**src/rtl/trigb_pkg.sv**
```systemverilog
// trigb_pkg: shared constants for the G.726 predictor-coefficient trigger block.
package trigb_pkg;

    // Predictor coefficients are 16-bit two's complement values.
    localparam int COEF_W = 16;

    // Value forced onto the coefficient while a transition is detected.
    localparam logic [COEF_W-1:0] COEF_ZERO = '0;

    // Observation register holds {TR, AnR}.
    localparam int OBS_W = COEF_W + 1;

endpackage

```
**src/rtl/trigb_obs_reg.sv**
```systemverilog
// trigb_obs_reg: observation/scan register for trigb, built only with TRIGB_OBS_EN.
// Captures {TR, AnR} every clock while scan_enable is low, and shifts as a
// scan chain (scan_in -> bit 0 -> ... -> bit OBS_W-1 -> scan_out) while
// scan_enable and test_mode are both high. scan_enable high with test_mode
// low holds the contents.
module trigb_obs_reg
    import trigb_pkg::*;
(
    input  logic             clk,
    input  logic             reset,
    input  logic             scan_enable,
    input  logic             test_mode,
    input  logic             scan_in,
    input  logic [OBS_W-1:0] capture_data,
    output logic             scan_out
);

    logic [OBS_W-1:0] obs_q;

    // Capture, shift or hold the observation register; reset clears it.
    always_ff @(posedge clk) begin
        if (reset) begin
            obs_q <= '0;
        end else if (!scan_enable) begin
            obs_q <= capture_data;
        end else if (test_mode) begin
            obs_q <= {obs_q[OBS_W-2:0], scan_in};
        end
    end

    assign scan_out = obs_q[OBS_W-1];

endmodule

```
**src/rtl/trigb.sv**
```systemverilog
// trigb: G.726 predictor-coefficient trigger. AnR is forced to zero while the
// transition detector asserts TR, otherwise AnP passes through bit-exact.
// The datapath is purely combinational with zero latency.
// No handshake: AnR is a pure function of the current TR/AnP pair, so a new
// pair may be applied on any cycle or asynchronously to clk.
// Optional macro TRIGB_OBS_EN adds a 17-bit observation/scan register on
// chain 0 and passes chains 1..4 straight through; without it all scan
// outputs are tied low and chains are stitched later by DFT insertion.
module trigb
    import trigb_pkg::*;
(
    input  logic              clk,
    input  logic              reset,
    input  logic              scan_in0,
    input  logic              scan_in1,
    input  logic              scan_in2,
    input  logic              scan_in3,
    input  logic              scan_in4,
    input  logic              scan_enable,
    input  logic              test_mode,
    input  logic              TR,
    input  logic [COEF_W-1:0] AnP,
    output logic [COEF_W-1:0] AnR,
    output logic              scan_out0,
    output logic              scan_out1,
    output logic              scan_out2,
    output logic              scan_out3,
    output logic              scan_out4
);

    // Trigger mux: zero the coefficient on a transition, else pass it through.
    always_comb begin
        AnR = AnP;
        if (TR) begin
            AnR = COEF_ZERO;
        end
    end

`ifdef TRIGB_OBS_EN
    trigb_obs_reg u_obs_reg (
        .clk          (clk),
        .reset        (reset),
        .scan_enable  (scan_enable),
        .test_mode    (test_mode),
        .scan_in      (scan_in0),
        .capture_data ({TR, AnR}),
        .scan_out     (scan_out0)
    );

    assign scan_out1 = scan_in1;
    assign scan_out2 = scan_in2;
    assign scan_out3 = scan_in3;
    assign scan_out4 = scan_in4;
`else
    // DFT pins are inert in this build; fold them into one ignored net.
    logic unused_dft;
    assign unused_dft = ^{clk, reset, scan_in0, scan_in1, scan_in2, scan_in3,
                          scan_in4, scan_enable, test_mode};

    assign scan_out0 = 1'b0;
    assign scan_out1 = 1'b0;
    assign scan_out2 = 1'b0;
    assign scan_out3 = 1'b0;
    assign scan_out4 = 1'b0;
`endif

endmodule

```
**config.mk**
```make
export PLATFORM = sky130hd
export DESIGN_NAME = trigb
export DESIGN_NICKNAME = d
export VERILOG_FILES = /design/src/rtl/trigb_pkg.sv /design/src/rtl/trigb_obs_reg.sv /design/src/rtl/trigb.sv
export SDC_FILE = /design/constraint.sdc
export NUM_CORES = 1
export LEC_CHECK = 0
export ABC_AREA = 1
export BUFFER_PORTS_ARGS = -buffer_cell sky130_fd_sc_hd__buf_2
export CORE_AREA = 2 2 39 41
export DETAILED_ROUTE_END_ITERATION = 10
export DIE_AREA = 0 0 41 43
export PLACE_DENSITY_LB_ADDON = 0.3
export SYNTH_ARGS = -nofsm -noshare
export SYNTH_HDL_FRONTEND = slang
export SYNTH_SLANG_ARGS = --single-unit
```
**constraint.sdc**
```tcl
create_clock -name vclk -period 0.8
set_clock_uncertainty 0.2 [all_clocks]
set_input_delay 0.08 -clock vclk [all_inputs]
set_output_delay 0.08 -clock vclk [all_outputs]
set_load 0.05 [all_outputs]
```
After elaboration in Yosys (flattened, before gate mapping)
Cells that the tools add are included.
Storage, ports and cells
  register bits: 0
  input port bits: 26
  output and inout bits: 21
  word-level logic and storage cells: 1
Operators by class
  multiplexer cells: 1
Operators by type and width (count)
  $mux W16: 1

Longest topological paths before layout
Gate-level depths: netlist (run 1).
  depth in word-level cells: 1
  gate-level depth with buffers: 3
  depth with buffers taken out: 2

Least setup slack after synthesis (run 1)
Ideal clock, no wire load.
  kind: input -> output
  from: in TR
  to: out AnR[10]
  arrival: 0.982 ns
  slack: -0.462 ns
  cell stages on the path: 3
  path buffers: 2
  cells stage by stage: buf_6 -> buf_8 -> nor2_1
Between the ends
  longest elaborated chain between the ends: 1
RTL lines
  from (decl): line trigb.sv:21  | input logic TR,
  $mux W16: line trigb.sv:34  | if (TR) begin
  to (decl): line trigb.sv:23  | output logic [COEF_W-1:0] AnR,
No other way between the ends.

Worst setup path in the final report (run 1)
  from: in TR
  to: out AnR[0]
Same word-level chain as after synthesis.

==> results of run 1 <==
-- path summary, 6_finish.rpt --
check	start	cells after the start	endpoint
setup / recovery	TR	4	AnR[0]
hold / removal	AnP[10]	4	AnR[10]
-- worst max-delay path: stages --
cell	delay (ns)
buf_12	0.11
buf_12	0.14
nor2_4	0.08
buf_6	0.16
-- cell families after synthesis --
logic type,Yosys count,share of synthesized area
buffers and inverters,23,0.635
other,1,0.0192
AND/OR/NAND/NOR,16,0.346
-- power groups by stage --
stage	clock network [mW]	registers (mW)	logic, mW
after CTS	0	0	0.508
after floorplan	0	0	0.338
after global routing	0	0	0.539
after detailed placement	0	0	0.402
after global placement	0	0	0.400
final	0	0	0.512
-- layout make-up --
cell class                 instances  area, um2
fill                             135        746
inverter                          16       60.1
multi-input combinational         21        199
tap                               16       20.0
timing repair buffer              36        359
-- cell usage after synthesis --
cell type  count
conb_1         1
buf_8          1
buf_6          1
buf_4          5
nor2_1        13
inv_1         16
nor2_2         3
-- cells in the final DEF (no fill, tap or decap), drive strengths merged --
master  netlist  routed
conb          1       5
inv          16      16
buf           7      36
nor2         16      16
-- routing by layer --
layer | GRT usage | vias up
met3 | 0.00524 | 0
met2 | 0.147 | 21
met4 | 0 | 0
met5 | 0 | -
met1 | 0.0823 | 120
li1 | - | 158
-- per-stage QoR --
stage	power [mW]	hold WS, ns	utilization	setup WS [ns]	instances
final	0.512	0.313	0.461	-0.0540	89
after global routing	0.539	0.323	0.461	-0.0837	89
after CTS	0.508	0.315	0.453	-0.0566	89
after detailed placement	0.402	0.331	0.328	-0.212	88
after global placement	0.400	0.328	0.328	-0.195	88
after floorplan	0.338	0.111	-	-0.114	44
-- what timing repair did --
action,in CTS,in global routing
pin swaps,6,0
gates resized for setup,43,3
setup endpoints to repair,16,16
gates cloned,1,0
==> out/results.txt, run 1 <==
With fillers left out, the area of the finished cells amounts to 638 um2. The checks that failed: negative setup slack. The start-to-end type of the worst setup path was in2out.

The run gives 0.141 as the initial standard-cell utilization of the core. Detailed routing inserted a total of 299 vias. For the worst setup path, the data required time is 0.52 ns. The first-pass GRT wire length was 966 um. In this run the tool buffered the top-level ports with 33 buffer cells.

Internal power comes to 0.195 mW. Max-cap violations in this run came to 0. In the final timing run, aggregate negative setup slack is -0.742 ns.

In this run the horizontal extent of the chip is 41 um. The signal arrival time at the worst endpoint is 0.57 ns, and the final setup violation count is 16. The ratio of cells with drive above 1 in the final layout works out to 0.712.

Yosys attributes the largest share of cell area to inv_1 31%, nor2_1 25%, buf_4 19%. The logs give 1.000 for the combinational share of power and 101 for the net count reported at finish. The final count of pins violating max slew came out at 0.

Summing all placed instances gives a cell area of 454 um2. The final period utilization came out at 1.07. The hold buffer count at cts was 0; the cell count after synthesis was 40. Maximum number of pins on one net before global-route repair: 8.

The number of top-level design ports was 47; the leftover overflow at the end of global routing was 0. The worst supply voltage drop on vdd is 360 uV, and the antenna diode count is 0. The site row count is 14. For the routability congestion estimate from global placement, the log shows 0.584. The logs give 0 for the starting DRC count in detailed routing and 0 for the initial antenna violation count. STA classifies the critical path endpoint as a primary output. Measured along the y axis, the die boundary spans 43 um. Summed over all layers, the routed wires come to 626 um.

The area enclosed by the die boundary was 1760 um2. The total global routing track utilization was 0.0739. Dividing total power by cell area gives a power density of 803 nW/um2.

The half-perimeter wire length of the detailed placement result was 514 um; the combined area of all synthesized cells was 195 um2. The power share of the clock group is 0. Number of design rule violations left after detail routing: 0. After detailed routing, the met2 layer carries 357 um of wire. Static timing analysis puts the maximum clock frequency at 1170 MHz. Compared with the post-synthesis result, the final layout area differs by 227%. In the final routing, the length of wire on met1 measures 196 um.

The critical-path maximum fanout is 7, and the first-pass iteration count of the detailed router is 1. Counting the clock-network buffers in the layout gives 0. In this run the power spent charging and discharging nets is 0.318 mW. Once the clock tree was built, the setup fixing pass inserted 0 buffers. The proportion of total power due to net switching is 0.620, and the standby leakage power is 0.350 nW.

After synthesis, the netlist uses 7 different library cells. The worst-case setup margin in the final layout is -0.0540 ns. Highest metal layer used by the detailed router: met3. The via density per instance works out to 3.36.

The type of the worst min-delay path is in2out. In the final layout, flip-flops and latches occupy 0 um2. The proportion of netlist area held by the largest area contributor works out to 0.308. The final count of hold timing violations was 0; the number of global-route vias before repair was 252. The Yosys step of the flow raised 0 warnings.

In this run the mean area of a mapped cell was 4.88 um2. The detail route stage leaves a number of antenna-violating nets equal to 0. The final critical delay including setup and external delays was 0.854 ns.

The tools report the core footprint as 1380 um2. Setup repair after global routing could not meet its margin everywhere. There are 0 flip-flops and latches.

STA classifies the critical path startpoint as an input port. In the detailed route, the total length drawn on met3 is 72 um. Of all cell types, the one taking the most synthesized area is inv_1. The proportion of synthesized chip area in sequential cells was 0; the routed wirelength normalized by instance count was 7.03 um.

The flow ran to the end, but the final reports show violations. The sequential share of power came out at 0.
(Power assumes the default switching activity.)
==> inputs of run 2 (changes only) <==
==> constraint.sdc (replaced) <==
create_clock -name vclk -period 0.8
set_clock_uncertainty 0.2 [all_clocks]
set_input_delay 0.04 -clock vclk [all_inputs]
set_output_delay 0.04 -clock vclk [all_outputs]
set_load 0.05 [all_outputs]
==> out/results.txt, run 2 (synthesized netlist as in run 1, its figures left out) <==
In this run the tool buffered the top-level ports with 33 buffer cells. The height of the die came out at 43 um. Entering global routing, the biggest net connects 8 pins. The number of instances on the worst hold path is 4, and the post-place instance area is 454 um2.

In this run the count of I/O pins placed on the die edge is 47. The number of routed nets with antenna violations came out at 0. The internal portion of the total power is 0.190 mW. For the aggregate routed wire length, the log shows 625 um.

After the last flow step, the layout net total stands at 101. From synthesis to final layout, the design area changed by 223%. The first global-routing pass estimated 1.01 mm of wire. The tools report the final count of pins violating max slew as 0. Initial antenna violation count: 0. The power density normalized to cell area is 804 nW/um2, and the sequential share of power is 0.

The layout sequential cell count came out at 0. The half-perimeter wire length of the detailed placement result was 514 um. Summed over all cells, the static leakage comes to 0.347 nW.

The register cell area after layout is 0 um2, and the post-layout instance count excluding filler cells is 89. The type of element launching the critical path was an input port. The proportion of total power due to net switching was 0.625. Counting tap cells, the placed design contains a total of 88 instances. First-pass iteration count of the detailed router: 1. The tightest min-delay check is of the in2out type.

The signal arrival time at the worst endpoint is 0.53 ns. The run finished with clean final reports. Subtracting the final worst setup slack from the clock period gives 0.774 ns. The final count of hold timing violations is 0, and the final period utilization is 0.968. Detailed routing inserted a total of 301 vias. The width of the die works out to 41 um.

The run gives 1.000 as the combinational share of power. Routability-driven placement finished with a final weighted congestion of 0.584. The leftover overflow at the end of global routing is 0. The top cell types in the final layout, fill and taps aside, are 16 x inv_1, 16 x nor2_4, 16 x buf_2.

Initial standard-cell utilization of the core: 0.141. The power share of the clock group was 0; the ratio of cells with drive above 1 in the final layout was 0.712. In this run the worst path has a maximum fanout of 7.

Setup repair after global routing could not meet its margin everywhere. The required time of the critical path is 0.56 ns. The starting DRC count in detailed routing was 0. Start-to-end type of the worst setup path: in2out. The final cell utilization of the core is 0.456, and the core footprint is 1380 um2.

The highest attainable clock frequency was 1290 MHz. After layout, the clock buffer instance count stands at 0. The via density per instance is 3.38, and the antenna diode count is 0.

The worst-case setup margin in the final layout came out at 0.0260 ns. Prior to clock tree synthesis, the placed netlist has a worst setup slack of -0.132 ns. Across all hold checks on the routed design, the worst slack comes to 0.233 ns. Setup violations remaining at the end of the flow were counted as 0. The floorplan has 14 rows. The analysis attributes to net switching a power of 0.317 mW. The total global routing track utilization came out at 0.0779. In the final timing run, aggregate negative setup slack is 0 ns.

VDD sags by at most 357 uV. Element type at the critical path end: a primary output. The total design power is 0.507 mW, and the number of design rule violations left after detail routing is 0. The routed wirelength normalized by instance count is 7.02 um. The number of global-route vias before repair is 256, and the max-cap violation count is 0.

The logs give 631 um2 for the post-layout instance area and 1760 um2 for the area enclosed by the die boundary.
[run 2: cell counts in the layout (fill, tap and decap cells not counted)]
No cell type changed its count.
[run 2: worst max-delay path: stages]
cell	delay, ns
buf_12	0.11
buf_12	0.14
nor2_4	0.08
buf_6	0.16
[run 2: cell type report]
cell class                      instances  area (um2)
Fill cell                             134         753
Timing Repair Buffer                   36         352
Multi-Input combinational cell         21         199
Inverter                               16        60.1
Tap cell                               16        20.0
[run 2: final timing paths]
| kind | startpoint | to | slack, ns |
|---|---|---|---|
| worst max-delay path | TR | AnR[0] | 0.03 |
| worst min-delay path | AnP[10] | AnR[10] | 0.23 |
[run 2: repair_timing]
action,CTS,global route
gates resized for setup,41,3
buffers inserted,0,0
setup endpoints to repair,16,5
gates cloned,1,0
hold buffers,0,0
pin swaps,4,2
[run 2: power by group through the flow]
stage | combinational [mW] | sequential (mW) | clock, mW
floorplan | 0.338 | 0 | 0
global placement | 0.400 | 0 | 0
detailed placement | 0.402 | 0 | 0
CTS | 0.503 | 0 | 0
global route | 0.534 | 0 | 0
finish | 0.507 | 0 | 0
[run 2: layer usage]
layer,share of wire,routed length (um),GRT usage,up-vias
li1,-,-,-,158
met1,0.32,197,0.0918,122
met2,0.57,357,0.150,21
met3,0.11,71,0.00524,0
met4,0,0,0,0
met5,0,0,0,-
==> inputs of run 3 (changes only) <==
- SETUP_SLACK_MARGIN: unset -> 0.15
==> out/results.txt, run 3 (synthesized netlist as in run 1, its figures left out) <==
The run finished with clean final reports. The die covers 1760 um2. The final period utilization is 0.966, and the final count of hold timing violations is 0. The number of design rule violations left after detail routing is 0. Entering global routing, the biggest net connects 7 pins. Starting DRC count in detailed routing: 1.

The tools report the number of top-level design ports as 47. For the initial standard-cell utilization of the core, the log shows 0.141. The critical-path maximum fanout was 5; the height of the die was 43 um. The power share of the clock group was 0; the standby leakage power was 0.353 nW. The sequential share of power is 0, and the layout overhead on the synthesized area is 233%.

For this run, the detailed router's first-pass iteration total came to 2. For the worst-case setup margin in the final layout, the log shows 0.0270 ns. At the worst endpoint, the arrival time is 0.53 ns. Detailed placement finished with a half-perimeter wire length of 498 um. The via density per instance was 3.57; the antenna diode count was 0.

The library cells used most frequently in the layout, excluding fill and tap cells, are 16 x inv_1, 16 x nor2_4, 16 x buf_2. The tools report the number of global-route vias before repair as 289. The count of nets left with antenna violations once routing finished came out at 0. The routed design could run at a clock period as short as 0.773 ns. The logs give 0.201 mW for the internal power contribution and 1380 um2 for the core footprint. The power density normalized to cell area came out at 803 nW/um2. The width of the die works out to 41 um. The proportion of total power due to net switching came out at 0.615.

Max-cap violations in this run came to 0. For the worst setup path, the data required time is 0.56 ns. Setup repair after global routing could not meet its margin everywhere. The register cell area after layout came out at 0 um2.

The port buffer count is 33, and the routability congestion estimate from global placement is 0.585. The total global routing track utilization came out at 0.0789. Dividing the detail-routed wire length by the instance count gives 7.79 um. Setup violations remaining at the end of the flow were counted as 0.

Initial antenna violation count: 0. The start-to-end type of the worst setup path is in2out. The tightest min-delay check is of the in2out type.

Static timing analysis puts the maximum clock frequency at 1290 MHz. The worst setup path is launched from an input port. For the final routed database, the setup TNS stands at 0 ns.

The final count of pins violating max slew was 0. The run gives 101 as the net count reported at finish. The leftover overflow at the end of global routing is 0. For the layout sequential cell count, the log shows 0. The tools report the worst hold endpoint as AnR[9]. The worst-case IR drop observed on VDD is 290 uV. The initialized floorplan defines 14 standard-cell rows.

Hold repair after CTS inserted 0 buffers. The total of clock buffers placed in the layout is 0. The first-pass GRT wire length came out at 1.01 mm.

The ratio of cells with drive above 1 in the final layout came out at 0.712. The run gives 318 as the via count of the routed design. The tools report the start point of the worst min-delay path as AnP[9].

The worst setup path is captured at a primary output. The worst setup slack after placement is -0.105 ns, and the number of instances on the worst hold path is 4. Summed over all nets, the switching power comes to 0.321 mW. The logs give 1.000 for the combinational share of power and 693 um for the aggregate routed wire length.
==> run 3: critical path, stage by stage <==
cell and delay (ns):
buf_12 0.11, buf_12 0.13, nor2_4 0.09, buf_8 0.15
==> run 3: layout make-up <==
type                       count  area, um2
tap                           16       20.0
multi-input combinational     21        199
fill                         132        734
timing repair buffer          36        370
inverter                      16       60.1
==> run 3: timing repair <==
action,CTS,global route
cloned,1,0
pin swaps,0,0
resized for setup,38,5
setup endpoints to repair,16,16
buffers inserted,0,0
==> run 3: metal layers <==
metal / GRT usage / up-vias / share of wire
li1: - / 158 / -
met1: 0.0665 / 137 / 0.23
met2: 0.181 / 23 / 0.63
met3: 0 / 0 / 0.14
met4: 0 / 0 / 0
met5: 0 / - / 0
==> run 3: per-stage QoR <==
step	utilization	instances	hold slack, ns	power, mW	area (um2)
finish	0.469	89	0.233	0.521	649
global route	0.469	89	0.251	0.549	649
CTS	0.456	89	0.234	0.510	631
detailed placement	0.350	88	0.291	0.418	484
global placement	0.350	88	0.287	0.416	484
floorplan	-	44	0.0355	0.356	337
==> run 3: power groups by stage <==
stage | clock network, mW | logic (mW) | registers (mW)
after global routing | 0 | 0.549 | 0
final | 0 | 0.521 | 0
after CTS | 0 | 0.510 | 0
after floorplan | 0 | 0.356 | 0
after global placement | 0 | 0.416 | 0
after detailed placement | 0 | 0.418 | 0
==> run 3: worst max path at each step <==
stage | depth (start not counted) | from | slack (ns) | to
3_5_place_dp | 4 | TR | -0.11 | AnR[11]
6_report | 4 | TR | 0.03 | AnR[8]
2_1_floorplan | 3 | TR | -0.03 | AnR[10]
4_1_cts | 4 | TR | 0.03 | AnR[1]
5_1_grt | 4 | TR | 0.006 | AnR[4]
3_3_place_gp | 4 | TR | -0.10 | AnR[12]
